### src/rtl/polyfir_mac.sv
// Polyphase FIR multiply-accumulate engine: TAPS-tap dot product of one phase,
// rounded, saturated and written as a single output-buffer sample.
`timescale 1ns/1ps
module polyfir_mac #(
    parameter int       I      = 3,
    parameter int       TAPS   = 8,
    parameter int       DATA_W = 16,
    parameter int       ACC_W  = 40,
    parameter int       SHIFT  = 15,
    parameter logic [9:0] OUT_N = 10'h3ff
) (
    input  logic              sys_clk,
    input  logic              reset,
    input  logic              FirStart,
    input  logic [1:0]        FirInSel,
    input  logic [DATA_W-1:0] InBufDoutb,
    input  logic [DATA_W-1:0] CoefDout,
    output logic [4:0]        CoefAddr,
    output logic              SampleRd,
    output logic [DATA_W-1:0] OutBufDin,
    output logic [9:0]        OutBufAddra,
    output logic              OutBufwea,
    output logic              Busy,
    output logic              PhaseErr,
    output logic [1:0]        o_dbg_state
);
    localparam int TAP_W = (TAPS > 2) ? $clog2(TAPS) : 1;
    localparam logic [TAP_W-1:0] LAST_TAP = TAP_W'(TAPS - 1);
    localparam logic signed [ACC_W-1:0] SAT_MAX = {{(ACC_W-DATA_W+1){1'b0}}, {(DATA_W-1){1'b1}}};
    localparam logic signed [ACC_W-1:0] SAT_MIN = {{(ACC_W-DATA_W+1){1'b1}}, {(DATA_W-1){1'b0}}};
    localparam logic signed [ACC_W-1:0] RND     = {{(ACC_W-SHIFT){1'b0}}, 1'b1, {(SHIFT-1){1'b0}}};

    typedef enum logic [1:0] {S_IDLE, S_MAC, S_DRAIN, S_WRITE} state_t;

    state_t                     r_state, w_state_nxt;
    logic [TAP_W-1:0]           r_tap;
    logic                       r_drain;
    logic [1:0]                 r_phase;
    logic                       r_v_rd, r_v1, r_v2;
    logic signed [DATA_W-1:0]   r_smp, r_coef;
    logic signed [2*DATA_W-1:0] r_prod;
    logic signed [ACC_W-1:0]    r_acc;
    logic [DATA_W-1:0]          r_out;
    logic [9:0]                 r_addr;

    logic                       w_phase_bad;
    logic signed [ACC_W-1:0]    w_prod_ext, w_acc_sum, w_rnd, w_shr;
    logic [DATA_W-1:0]          w_sat;

    assign w_phase_bad = (32'(r_phase) >= I);
    assign w_prod_ext  = {{(ACC_W-2*DATA_W){r_prod[2*DATA_W-1]}}, r_prod};
    // The last product is still in stage 2 during WRITE, so the output is
    // taken from the adder rather than the accumulator register.
    assign w_acc_sum   = r_v2 ? (r_acc + w_prod_ext) : r_acc;
    assign w_rnd       = w_acc_sum + RND;
    assign w_shr       = w_rnd >>> SHIFT;

    always_comb begin
        w_sat = w_shr[DATA_W-1:0];
        if (w_shr > SAT_MAX)
            w_sat = SAT_MAX[DATA_W-1:0];
        else if (w_shr < SAT_MIN)
            w_sat = SAT_MIN[DATA_W-1:0];
    end

    always_comb begin
        w_state_nxt = r_state;
        case (r_state)
            S_IDLE:  if (FirStart) w_state_nxt = S_MAC;
            S_MAC:   if (r_tap == LAST_TAP) w_state_nxt = S_DRAIN;
            S_DRAIN: if (r_drain) w_state_nxt = S_WRITE;
            S_WRITE: w_state_nxt = S_IDLE;
            default: w_state_nxt = S_IDLE;
        endcase
    end

    always_ff @(posedge sys_clk) begin
        if (!reset) begin
            r_state <= S_IDLE;
            r_tap   <= '0;
            r_drain <= 1'b0;
            r_phase <= 2'd0;
            r_acc   <= '0;
            r_out   <= '0;
            r_addr  <= '0;
        end else begin
            r_state <= w_state_nxt;
            case (r_state)
                S_IDLE: if (FirStart) begin
                    r_phase <= FirInSel;
                    r_tap   <= '0;
                    r_drain <= 1'b0;
                    r_acc   <= '0;
                end
                S_MAC:   r_tap   <= (r_tap == LAST_TAP) ? '0 : r_tap + 1'b1;
                S_DRAIN: r_drain <= ~r_drain;
                S_WRITE: begin
                    r_out  <= w_sat;
                    r_addr <= (r_addr == OUT_N) ? 10'd0 : r_addr + 10'd1;
                end
                default: ;
            endcase
            if (r_v2 && !(r_state == S_IDLE && FirStart))
                r_acc <= w_acc_sum;
        end
    end

    // Valid bits follow each tap through memory read, operand and product stages;
    // a bad phase never marks a read valid, so the sum stays at zero.
    always_ff @(posedge sys_clk) begin
        if (!reset) begin
            r_v_rd <= 1'b0;
            r_v1   <= 1'b0;
            r_v2   <= 1'b0;
            r_smp  <= '0;
            r_coef <= '0;
            r_prod <= '0;
        end else begin
            r_v_rd <= (r_state == S_MAC) && !w_phase_bad;
            r_v1   <= r_v_rd;
            r_v2   <= r_v1;
            r_smp  <= InBufDoutb;
            r_coef <= CoefDout;
            r_prod <= r_smp * r_coef;
        end
    end

    assign CoefAddr    = (r_state == S_MAC && !w_phase_bad) ? (5'(r_phase * TAPS) + 5'(r_tap)) : 5'd0;
    assign SampleRd    = (r_state == S_MAC);
    assign OutBufwea   = (r_state == S_WRITE);
    assign PhaseErr    = (r_state == S_WRITE) && w_phase_bad;
    assign Busy        = (r_state != S_IDLE);
    assign OutBufDin   = (r_state == S_WRITE) ? w_sat : r_out;
    assign OutBufAddra = r_addr;
    assign o_dbg_state = r_state;
endmodule

### config.mk
export PLATFORM = sky130hd
export DESIGN_NAME = polyfir_mac
export DESIGN_NICKNAME = d
export VERILOG_FILES = /design/src/rtl/polyfir_mac.sv
export SDC_FILE = /design/constraint.sdc
export NUM_CORES = 1
export LEC_CHECK = 0
export ABC_AREA = 1
export CORE_ASPECT_RATIO = 0.75
export CORE_MARGIN = 2
export CORE_UTILIZATION = 40
export CTS_BUF_LIST = sky130_fd_sc_hd__clkbuf_4
export DETAILED_ROUTE_END_ITERATION = 10
export SETUP_SLACK_MARGIN = 0.2
export SYNTH_ARGS = -nofsm -noshare
export SYNTH_HDL_FRONTEND = slang
export SYNTH_SLANG_ARGS = --single-unit
### constraint.sdc
create_clock -name sys_clk -period 6.7 [get_ports sys_clk]
set_input_delay 0.67 -clock sys_clk [delete_from_list [all_inputs] [get_ports sys_clk]]
set_output_delay 0.67 -clock sys_clk [all_outputs]
set_load 0.01 [all_outputs]
==> impl_metrics.toml, run 1 <==
[floorplanning]
core_um2 = 47310
initial_core_util = 0.4047
chipWidth_um = 256.6
num_rows = 69
die_y_um = 193.5
die_area_um2 = 49650
ioPinCount = 74

[grt]
grt_usage = 0.2166
grt_pass1_wl_um = 86150
grt_max_degree = 62
antenna_found_initial = 1
overflow = 0
grt_pass1_vias = 16770

[logic_synthesis]
ys_ff_latch = 141
synth.distinct_cells = 44
yosysSeqAreaShare = 0.1474
synth_nets = 3204
yosysWarnings = 0
synth_ff_type = "dfxtp_1"
syn_area_per_cell_um2 = 6.899
yosys-top-cells-area = "fa_1 (27%), nand2_1 (16%), dfxtp_1 (15%), inv_1 (13%), ha_1 (8.4%)"
yosysTopAreaCellShare = 0.2750
synth_edf_count = 0
async_flop_share = 0
synth_cells = 2775
yosysTopAreaCell = "fa_1"
synth_area_um2 = 19150

[routing]
dr.pass1.iters = 5
drc = 0
drt_iter0_markers = 1322
wl_per_cell_um = 14.50
drt_wl_total_um = 50330
viasPerCell = 4.781
antenna_left = 0
vias = 16600

[sta]
tightestPinTransition_ns = 1.179
fin_crit_ns = 6.179
max_freq_mhz = 161.8
clock_skew_ns = 0.03786
rsz0062_at_grt = "true"
finalCritPeriodShare = 0.9223
hold_viol = 0
slew_headroom = 0.2112
setup_tns_ns = 0
drv_slew = 0
setup_viol = 0

[clock_network]
path_clk_slew_ns = 0.15
cts.repair.resized = 2
postCtsHoldBufs = 0
cts.sinks = 141
clk_latency_ns = 0.67
postCtsSetupBuffers = 0
clockBufferDepth = 2
cts_buffers = 17
h-tree-depth = 4
cts_tree = "yes"
clock-root-buffer = "clkbuf_4"

[outcome]
status = "completed"

[setup_path]
critPathMaxFanout = 7
crit_slowest_cell = "fa_1"
criticalPathCategory = "reg -> reg"
cp_top_family = "adder cells"
endpoint_kind = "flop"
crit_buf_inv = 5
r2r_end = "r_prod[28]"
cp_data_arrival_time_ns = 6.78
worst_path_largest_cell_delay_ns = 0.56
cp_common_cell = "fa_1"
r2r_setup_slack_ns = 0.52
rr_startpoint = "r_coef[15]"
worstPathRequired_ns = 7.30
critPathLaunchType = "flop"
crit_chain = "inv_1 > or2_2 > fa_1 > fa_1 > fa_1 > inv_1 > fa_1 > inv_1 > fa_1 > fa_1 > inv_1 > ha_1 > a21oi_1 > inv_1 > a221oi_2 > nand2_1 > a21boi_1 > o21bai_1 > a21oi_2 > o21bai_1 > nand2_1 > nand2_1 > nor2_1"
reg2reg_depth = 23

[finish]
layout.nets = 3248
area_growth_pct = 9.450
drive_above_1_share = 0.06674

[pwr]
p_leak_nw = 11.85
netSwitchingPower_mw = 2.054
p_seq_frac = 0.258
power_mw = 4.110
power_density_nw_per_um2 = 196.1
p_int_mw = 2.055
p_clk_frac = 0.141
peakVddDrop_mv = 0.1643
p_comb_frac = 0.600
switching_share = 0.4999

[min_path]
hold_path.class = "reg -> reg"
hold_depth = 2
hold_start = "r_v1"
hold_path_end = "r_v2"

[flow_run]
maxCapViolCount = 0

[placed_design]
port_buffers = 73
dp_hpwl_um = 42710
routabilityCongestion = 0.9118
## stage by stage
stage	utilization	cells	area (µm²)	hold slack, ns	setup WS (ns)
2_1_floorplan	-	2775	19150	0.3905	0.6105
3_3_place_gp	0.4357	3439	20610	0.3961	0.3044
3_5_place_dp	0.4357	3439	20610	0.3982	0.1719
4_1_cts	0.4415	3471	20890	0.4198	0.2018
5_1_grt	0.4429	3472	20960	0.4358	0.1555
6_report	0.4429	3472	20960	0.4224	0.5206
## routing by layer
| metal | GRT usage | share of wire |
|---|---|---|
| met5 | 0 | 0 |
| met3 | 0.03616 | 0.067 |
| met4 | 0.04156 | 0.012 |
| met2 | 0.3191 | 0.41 |
| met1 | 0.3327 | 0.51 |
## how the worst max path moves through the flow
stage	cells after the start	to	from	slack, ns
floorplan	25	r_prod[31]	r_smp[15]	0.61
global placement	22	r_prod[27]	r_smp[8]	0.30
detailed placement	22	r_prod[27]	r_smp[8]	0.17
CTS	20	r_prod[27]	r_smp[3]	0.20
global route	21	r_prod[27]	r_coef[15]	0.16
finish	23	r_prod[28]	r_coef[15]	0.52
## cells by family (layout without fill, tap and decap cells)
kind of cell	after synthesis	in the layout	share of synthesized area
and+or+nand+nor	1237	1237	0.2672
buffers and inverters	763	820	0.1506
adders and majority gates	392	392	0.3593
AOI/OAI and AO/OA	214	214	0.06267
DFF	141	141	0.1474
xor gates and xnor gates	28	28	0.01281
other	0	1	0
## worst register-to-register path: stages, from the launching register on
cell and delay, ns:
dfxtp_1 0.34, inv_1 0.12, or2_2 0.32, fa_1 0.53
fa_1 0.55, fa_1 0.56, inv_1 0.06, fa_1 0.53
inv_1 0.07, fa_1 0.51, fa_1 0.54, inv_1 0.04
ha_1 0.35, a21oi_1 0.18, inv_1 0.08, a221oi_2 0.29
nand2_1 0.15, a21boi_1 0.26, o21bai_1 0.16, a21oi_2 0.19
o21bai_1 0.09, nand2_1 0.06, nand2_1 0.05, nor2_1 0.10
## power groups by stage
stage	sequential, mW	clock, mW	combinational [mW]
final	1.06	0.580	2.47
after global routing	1.07	0.635	2.85
after CTS	1.06	0.603	2.47
after detailed placement	1.08	0	2.45
after global placement	1.08	0	2.42
after floorplan	1.02	0	1.81
## flip-flops by register name, summed over array words and instances (netlist names)
register	count
r_drain	1
r_acc	40
r_v1	1
OutBufAddra	10
r_coef	16
o_dbg_state	2
r_smp	16
r_v_rd	1
r_out	16
r_phase	2
r_v2	1
r_prod	32
r_tap	3
## layout make-up
type | count | area (µm²)
multi-input combinational | 1871 | 13470
antenna | 1 | 2.502
tap | 639 | 799.5
timing repair buffer | 111 | 1015
fill | 4955 | 26360
inverter | 677 | 2541
clock buffer | 17 | 127.6
clock inverter | 15 | 143.9
sequential | 141 | 2858
## synthesized netlist by cell type, types with 11 or more instances
library cell,n
nor2_2,14
a21oi_1,111
o21a_1,13
clkbuf_1,77
or2_2,42
fa_1,263
nor2_1,185
a21o_1,11
nand4_1,16
inv_1,670
ha_1,129
nand2_2,11
dfxtp_1,141
o21ai_0,54
nand2_1,837
xor2_1,18
nand3_1,102
## placed cells by master (no fill, tap or decap), types with 4 or more instances in the layout
cell type	n
dfxtp_2	22
nor3_1	8
a21o_1	11
o21ai_0	53
nand2_2	11
or2_2	42
clkdlybuf4s50_1	72
nor2_1	185
inv_2	4
nor2_4	6
fa_1	261
xnor2_1	10
nor2_2	14
o21a_1	13
clkbuf_4	17
inv_1	670
nand2_1	837
nand4_1	16
ha_1	129
buf_4	37
xor2_1	18
inv_6	7
nand3_2	7
o21bai_1	7
a21oi_1	110
dfxtp_1	117
nand3_1	102
(Power assumes the default switching activity.)
==> inputs of run 2 (changes only) <==
- CORE_MARGIN: 2 -> default
==> run 2 against run 1 <==
Effect of this change:
- sequential power about the same
- global-route usage increased by 0.55 points
- final area increased by 0.36%
- worst hold slack got worse by 0.0092 ns
- sequential cell count stayed put
- critical path type unchanged
==> impl_metrics.toml, run 2 (synthesized netlist as in run 1, its figures left out) <==
[sta]
tightestPinTransition_ns = 1.144
setup_viol = 0
postLayoutSetupSlackWorst_ns = 0.5344
drv_slew = 0
hold_viol = 0
max_freq_mhz = 162.2
slew_headroom = 0.2353
finalCritPeriodShare = 0.9202
rsz0062_at_grt = "true"
clock_skew_ns = 0.04468
fin_crit_ns = 6.166
setup_tns_ns = 0

[routing]
vias = 16680
wl_per_cell_um = 14.38
viasPerCell = 4.807
drt_wl_total_um = 49890
dr.pass1.iters = 5
drc = 0
drt_iter0_markers = 1215
antenna_left = 0

[grt]
grt_pass1_vias = 16670
antenna_found_initial = 1
busiest_layer = "met2"
grt_pass1_wl_um = 84630
grtUsageMet1 = 0.3309
grt_usage = 0.2221
grtUsageMet2 = 0.3310
overflow = 0
grt_max_degree = 62
global_route.usage.met3 = 0.04493

[placed_design]
routabilityCongestion = 0.9668
numPlacedInstances = 3436
pre_cts_slack_ns = 0.1759
dp_hpwl_um = 42300
port_buffers = 73
placed_area_um2 = 20590

[min_path]
hold_path.class = "reg -> reg"
hold_depth = 2
hold_start = "r_v1"
hold_path_end = "r_v2"

[pwr]
power_density_nw_per_um2 = 200.0
peakVddDrop_mv = 0.1478
p_leak_nw = 11.88
power_mw = 4.205

[finish]
top_regs = "r_acc x40, r_prod x32"
drive_above_1_share = 0.06608
layout.nets = 3246
area_growth_pct = 9.842
largest_register = "r_acc"
finalInstanceArea_um2 = 21030
layout_commonest_cell = "nand2_1"
largest_reg_flops = 40
fillCellCount = 4949
final_cell_mix = "nand2_1 (837), inv_1 (670), fa_1 (261)"
fin_cells = 3470

[clock_network]
clock-root-buffer = "clkbuf_4"
cts_tree = "yes"
path_clk_slew_ns = 0.14
clockBufferDepth = 2
clk_latency_ns = 0.66
cts_buffers = 17
cts.sinks = 141
h-tree-depth = 4

[floorplanning]
die_y_um = 191.5
num_rows = 69
initial_core_util = 0.4047
core_um2 = 47310
chipWidth_um = 254.6
ioPinCount = 74
die_area_um2 = 48750

[setup_path]
endpoint_kind = "flop"
worstPathRequired_ns = 7.27
reg2reg_depth = 24
criticalPathCategory = "reg -> reg"
critPathMaxFanout = 12
r2r_end = "r_prod[31]"
cp_data_arrival_time_ns = 6.73
critPathLaunchType = "flop"
rr_startpoint = "r_coef[5]"
r2r_setup_slack_ns = 0.53

[outcome]
status = "completed"

[flow_run]
maxCapViolCount = 0
[run 2: critical path, stage by stage (launching register included)]
cell	delay, ns
dfxtp_2	0.53
buf_4	0.20
nand2_1	0.05
inv_1	0.12
fa_1	0.49
fa_1	0.53
buf_4	0.20
fa_1	0.53
inv_1	0.05
fa_1	0.46
fa_1	0.52
fa_1	0.54
inv_1	0.04
ha_1	0.34
a21oi_1	0.23
o21ai_0	0.16
a21oi_1	0.16
o21ai_0	0.11
a41oi_2	0.26
nor2_1	0.07
nor2_1	0.09
nor2_1	0.04
nor2_1	0.11
o21ai_0	0.08
a21oi_1	0.15
[run 2: cell type report]
class	instances	area [µm²]	share of cell area
clock inverters	15	217.7	0.01035
diodes	1	2.502	0.0001190
multi-input cells	1871	13470	0.6404
flip-flops and latches	141	2865	0.1362
well taps	639	799.5	0.03802
inverters	677	2541	0.1208
repair buffers	109	1008	0.04795
clock buffers	17	127.6	0.006069
[run 2: timing repair]
action / CTS / global route
gates resized for setup: 3 / 35
setup endpoints to repair: 3 / 24
hold buffers: 0 / 0
pin swaps: 0 / 1
hold endpoints to repair: 0 / 0
setup buffers: 0 / 1
[run 2: layer usage]
metal / up-vias / routed length (µm)
met1: 7959 / 25020
met5: - / 0
met4: 0 / 620
met2: 465 / 20750
met3: 42 / 3502
li1: 8216 / -
[run 2: where the power goes]
group / internal [mW] / total (mW) / switching [mW] / leakage (nW)
clock network: 0.280 / 0.695 / 0.416 / 0.184
logic: 0.929 / 2.45 / 1.52 / 10.5
registers: 0.959 / 1.06 / 0.104 / 1.16
total: 2.17 / 4.20 / 2.04 / 11.9
[run 2: metrics by stage]
stage          hold slack (ns)    util
2_1_floorplan           0.3905       -
3_3_place_gp            0.3954  0.4353
3_5_place_dp            0.3960  0.4353
4_1_cts                 0.4136  0.4426
5_1_grt                 0.4103  0.4445
6_report                0.4132  0.4445
[run 2: how the worst max path moves through the flow]
stage / startpoint / end / slack [ns] / cells after the start
2_1_floorplan: r_smp[15] / r_prod[31] / 0.61 / 25
3_3_place_gp: r_smp[8] / r_prod[27] / 0.32 / 22
3_5_place_dp: r_coef[8] / r_prod[28] / 0.18 / 24
4_1_cts: r_smp[3] / r_prod[28] / 0.19 / 22
5_1_grt: r_coef[5] / r_prod[31] / 0.12 / 24
6_report: r_coef[5] / r_prod[31] / 0.53 / 24
